<file path="src/rtl/drain_pkg.sv">
// rtl/drain_pkg.sv - shared types and constants for the result_drain block
// Contents: FSM state enum, default array geometry, index width, saturation bounds.
package drain_pkg;

    localparam int DEF_ROWS      = 4;
    localparam int DEF_COLS      = 4;
    localparam int DEF_ACC_WIDTH = 20;
    localparam int DEF_OUT_WIDTH = 16;

    // Width of the row-major word index over the whole array.
    localparam int IDX_W = $clog2(DEF_ROWS * DEF_COLS);

    typedef enum logic [0:0] {
        IDLE   = 1'b0,
        STREAM = 1'b1
    } state_t;

    // Signed range of an out_width-bit result word (valid for out_width <= 31).
    function automatic int sat_max(input int out_width);
        return (1 << (out_width - 1)) - 1;
    endfunction

    function automatic int sat_min(input int out_width);
        return -(1 << (out_width - 1));
    endfunction

endpackage

</file>
<file path="src/rtl/result_sat.sv">
// rtl/result_sat.sv - truncate or signed-saturate one accumulator word to the output width
// Ports: word (ACC_WIDTH in), data (OUT_WIDTH out), clip (out, only with RESULT_DRAIN_SAT_EN).
// Macro: RESULT_DRAIN_SAT_EN selects saturation; otherwise the low bits are passed through.
module result_sat
    import drain_pkg::*;
#(
    parameter int ACC_WIDTH = DEF_ACC_WIDTH,
    parameter int OUT_WIDTH = DEF_OUT_WIDTH
) (
    input  logic [ACC_WIDTH-1:0] word,
`ifdef RESULT_DRAIN_SAT_EN
    output logic                 clip,
`endif
    output logic [OUT_WIDTH-1:0] data
);

    generate
        if (OUT_WIDTH == ACC_WIDTH) begin : g_pass
            assign data = word;
`ifdef RESULT_DRAIN_SAT_EN
            assign clip = 1'b0;
`endif
        end else begin : g_narrow
`ifdef RESULT_DRAIN_SAT_EN
            localparam logic signed [ACC_WIDTH-1:0] MAX_W = ACC_WIDTH'(sat_max(OUT_WIDTH));
            localparam logic signed [ACC_WIDTH-1:0] MIN_W = ACC_WIDTH'(sat_min(OUT_WIDTH));

            always_comb begin
                data = word[OUT_WIDTH-1:0];
                clip = 1'b0;
                if ($signed(word) > MAX_W) begin
                    data = MAX_W[OUT_WIDTH-1:0];
                    clip = 1'b1;
                end else if ($signed(word) < MIN_W) begin
                    data = MIN_W[OUT_WIDTH-1:0];
                    clip = 1'b1;
                end
            end
`else
            // Upper accumulator bits are intentionally discarded.
            logic unused_hi;
            assign unused_hi = ^word[ACC_WIDTH-1:OUT_WIDTH];
            assign data      = word[OUT_WIDTH-1:0];
`endif
        end
    endgenerate

endmodule

</file>
<file path="src/rtl/result_drain.sv">
// rtl/result_drain.sv - snapshot the systolic array accumulators and stream them out row-major
// Ports: clk, rst (sync, active-high), done_in, acc_in (flattened PE accumulators), acc_clear,
//        busy, out_valid/out_ready/out_data/out_row/out_col/out_last stream, overrun (sticky),
//        sat_flag (only with RESULT_DRAIN_SAT_EN).
// Macro: RESULT_DRAIN_SAT_EN enables signed saturation of out_data and the sat_flag port.
module result_drain
    import drain_pkg::*;
#(
    parameter int ROWS      = DEF_ROWS,
    parameter int COLS      = DEF_COLS,
    parameter int ACC_WIDTH = DEF_ACC_WIDTH,
    parameter int OUT_WIDTH = DEF_OUT_WIDTH
) (
    input  logic                          clk,
    input  logic                          rst,
    input  logic                          done_in,
    input  logic [ROWS*COLS*ACC_WIDTH-1:0] acc_in,
    output logic                          acc_clear,
    output logic                          busy,
    output logic                          out_valid,
    input  logic                          out_ready,
    output logic [OUT_WIDTH-1:0]          out_data,
    output logic [$clog2(ROWS)-1:0]       out_row,
    output logic [$clog2(COLS)-1:0]       out_col,
    output logic                          out_last,
`ifdef RESULT_DRAIN_SAT_EN
    output logic                          sat_flag,
`endif
    output logic                          overrun
);

    localparam int N     = ROWS * COLS;
    localparam int ROW_W = $clog2(ROWS);
    localparam int COL_W = $clog2(COLS);
    localparam logic [IDX_W-1:0] LAST_IDX = IDX_W'(N - 1);

    state_t               state;
    state_t               state_nxt;
    logic [IDX_W-1:0]     idx;
    logic [ACC_WIDTH-1:0] snap [N];
    logic                 xfer;
    logic                 at_last;
    logic                 accept;
    logic [OUT_WIDTH-1:0] word_out;
`ifdef RESULT_DRAIN_SAT_EN
    logic                 word_clip;
`endif

    assign at_last = (idx == LAST_IDX);
    assign xfer    = out_valid && out_ready;
    // A new snapshot is taken from IDLE, or exactly on the final transfer so
    // back-to-back results stream without an idle gap.
    assign accept  = done_in && ((state == IDLE) || (xfer && at_last));

    result_sat #(
        .ACC_WIDTH (ACC_WIDTH),
        .OUT_WIDTH (OUT_WIDTH)
    ) u_sat (
        .word (snap[idx]),
`ifdef RESULT_DRAIN_SAT_EN
        .clip (word_clip),
`endif
        .data (word_out)
    );

    always_ff @(posedge clk) begin
        if (rst) begin
            state <= IDLE;
        end else begin
            state <= state_nxt;
        end
    end

    always_comb begin
        state_nxt = state;
        case (state)
            IDLE:    if (done_in) state_nxt = STREAM;
            STREAM:  if (xfer && at_last && !done_in) state_nxt = IDLE;
            default: state_nxt = IDLE;
        endcase
    end

    always_comb begin
        out_valid = (state == STREAM);
        busy      = (state == STREAM);
        out_last  = out_valid && at_last;
        out_data  = out_valid ? word_out : '0;
        out_row   = ROW_W'(32'(idx) / COLS);
        out_col   = COL_W'(32'(idx) % COLS);
`ifdef RESULT_DRAIN_SAT_EN
        sat_flag  = out_valid && word_clip;
`endif
    end

    always_ff @(posedge clk) begin
        if (rst) begin
            idx       <= '0;
            acc_clear <= 1'b0;
            overrun   <= 1'b0;
            for (int i = 0; i < N; i++) begin
                snap[i] <= '0;
            end
        end else begin
            acc_clear <= accept;
            if (accept) begin
                idx <= '0;
                for (int i = 0; i < N; i++) begin
                    snap[i] <= acc_in[i*ACC_WIDTH +: ACC_WIDTH];
                end
            end else if (xfer) begin
                idx <= at_last ? '0 : idx + 1'b1;
            end
            if (done_in && !accept) begin
                overrun <= 1'b1;
            end
        end
    end

endmodule

</file>
<file path="config.mk">
export PLATFORM = sky130hd
export DESIGN_NAME = result_drain
export DESIGN_NICKNAME = d
export VERILOG_FILES = /design/src/rtl/drain_pkg.sv /design/src/rtl/result_sat.sv /design/src/rtl/result_drain.sv
export SDC_FILE = /design/constraint.sdc
export NUM_CORES = 1
export LEC_CHECK = 0
export CORE_ASPECT_RATIO = 1.1
export CORE_MARGIN = 8
export CORE_UTILIZATION = 49
export CTS_CLUSTER_SIZE = 12
export DETAILED_ROUTE_END_ITERATION = 7
export GPL_ROUTABILITY_DRIVEN = 0
export PLACE_DENSITY = 0.82
export REMOVE_ABC_BUFFERS = 1
export SETUP_SLACK_MARGIN = 0.05
export SYNTH_ARGS = -nofsm -noshare
export SYNTH_HDL_FRONTEND = slang
export SYNTH_SLANG_ARGS = --single-unit
</file>
<file path="constraint.sdc">
create_clock -name clk -period 16.2 [get_ports clk]
set_input_delay 3.24 -clock clk [delete_from_list [all_inputs] [get_ports clk]]
set_output_delay 3.24 -clock clk [all_outputs]
set_load 0.01 [all_outputs]
</file>
==> metrics <==
total length of routed wires=30.7 mm; Root Buffer=clkbuf_16; power density over the cells=102 nW/µm²; worst endpoint data arrival time=3.39 ns; vias per inst=5.33; number of max-slew violations in the final report=0; post-route setup TNS=0 ns; kind of end point of the critical path=output port; Post-Syn Area per Cell=14.4 µm²; worst slew pin tran=1.14 ns; post-cts repair resize count=0; placement-stage cell area=15000 µm²; Seq cells post-synth=267; ys flop type=edfxtp_1; Syn-to-layout area delta=31.8%; largest net degree at the start of global routing=89; residual overflow from global routing=0; combined area of all synthesized cells=12100 µm²; max frequency=151 MHz; final net count=1431; number of buffers on the longest clock path=3; Critical Path Max Stage Delay=0.74 ns; top-level I/O count=349; CTS Hold Buffers Added=0; number of input and output port buffers inserted=284; Floorplan Core Area=24300 µm²; proportion of synthesized flip-flops having asynchronous set or reset=0%; worst vdd ir=0.0920 mV; Post-route DRC=0; routed via count=7676; post-layout minimum cycle time=6.63 ns; Post-Route Utilization=65.5%; HPWL after detailed placement=20.2 mm; met3 global-route usage=3.86%; endpoints failing setup=0; outcome=complete, no violations; crit path max fanout=47; Routed WL per cell=21.3 µm; post-synth cell types=30; Inst Count DP=1386; layout cells sized above 1=5.87%; global router's overall resource usage=19.5%; number of hold-slack violations in the final timing report=0; Worst Path Class, Setup=flip-flop to output port; count of maximum capacitance violations=0; Inserted Clock Buffers=28; final antenna-violating net count=0; met2 global-route usage=35.4%; Worst EP required=12.96 ns; startpoint type of the worst setup path=flip-flop; setup skew after layout=0.0230 ns; clock-pin transition on the worst setup and hold timing paths=0.06 ns; width of the die=166 µm; Max-Slew Margin vs Limit=24.3%; met1 Track Usage GR=22.4%; LEAKAGE=5.73 nW; share of the cycle needed by the critical path after routing=40.9%; Max H-tree Level=1; worst hold margin=0.503 ns; post-CTS setup buffers=0; clk sink count=267; final std cell area, no fill=15900 µm²; number of DRC markers in iteration 0=480; initial antenna violation count=4; number of flops mapped to enable cells by yosys=256; global route hottest layer=met2; critical-path cell with the highest stage delay=buf_4; chain of cells forming the critical path=buf_4, mux4_2, nand2b_1, nand3_1, nand2_1, clkdlybuf4s50_1; Power, Total=1.63 mW; reg-to-reg slack, setup=12.48 ns; fin cells=1439; TritonCTS clock tree=yes; worst setup timing slack at the placement stage=9.29 ns; DR pass1 iterations=4; min-delay worst type=flip-flop to flip-flop; RSZ-0062 raised after global routing=false; Initial Utilization=49.7%; vias in the first global route=8291; clock network latency to the later pin of the worst-skew pair=0.54 ns; part of the Yosys area used for sequential elements=65.4%; count of yosys warnings during synthesis=0; die extent in y=181 µm; area of the die=30000 µm²; cell count after synthesis=841; slack of the critical path=9.57 ns; wire length of the first global-routing pass=46.3 mm; cell row count=60
## per-layer routing
metal | vias up | wire length [µm]
li1 | 3592 | -
met1 | 3771 | 11900
met2 | 256 | 16200
met3 | 57 | 1760
met4 | 0 | 881
met5 | - | 0
## Yosys cell counts (3+ instances only)
cell type  instances  area share, %
buf_4              4           0.25
edfxtp_1         256             64
nand2_1           20           0.62
buf_6             18            1.7
and2_1           162            8.4
o21ai_1           16           0.66
nand2b_1           6           0.31
a22oi_1           49            3.0
nand3_1           20           0.83
buf_8              3           0.37
buf_2              9           0.37
a221oi_1           5           0.36
nor2b_1           99            5.1
clkbuf_1          24           0.75
mux4_2            10            1.9
mux2i_1          108            8.9
nor2_1             6           0.19
dfxtp_1           11            1.8
## critical path, delay by kind of cell (launching register included)
kind | cells | cell delay, ns
buf+inv | 2 | 1.25
flops | 1 | 0.65
mux | 1 | 0.60
simple gates | 3 | 0.35
## cell families after synthesis
group	share of synthesized area (%)
simple gates	15.7
compound gates	4.31
flops	65.4
buf+inv	3.49
mux	10.8
xor+xnor	0.145
fa+ha+maj	0.103
## final timing paths
kind,startpoint,endpoint,cells past startpoint
min reg2reg,overrun,overrun,2
max,flip-flop,out_data[11],6
min,overrun,overrun,2
max reg2reg,idx[0],snap[10][3],6
## final cells by class
class / count / area (µm²)
antenna: 4 / 10.0
clock buffer: 43 / 828
clock inverter: 6 / 76.3
fill: 1778 / 8390
multi-input combinational: 514 / 3800
sequential: 267 / 7910
tap: 310 / 388
timing repair buffer: 295 / 2920
## power by group
| group | switching, mW | leakage, nW | internal [mW] |
|---|---|---|---|
| registers | 0.0163 | 2.83 | 0.815 |
| clock network | 0.252 | 0.441 | 0.380 |
| logic | 0.0660 | 2.46 | 0.0965 |
| total | 0.334 | 5.73 | 1.29 |
## flip-flops by register name (all words and copies together) (netlist names), named ones only
register,cells
snap,256
busy,1
overrun,1
idx,4
acc_clear,1
## cell usage in the layout (no fill, tap or decap), types with 3 or more instances in the layout
master	instances
nand2b_1	6
clkdlybuf4s50_1	283
o21ai_1	16
diode_2	4
mux2i_1	108
clkbuf_1	9
nor2_1	5
clkinv_1	3
edfxtp_1	256
nand2_1	20
nor2b_1	96
a22oi_1	49
nand3_1	20
clkbuf_16	29
clkbuf_8	5
buf_4	12
a221oi_1	5
mux4_2	10
dfxtp_1	10
and2_1	162
(Power assumes the default switching activity.)
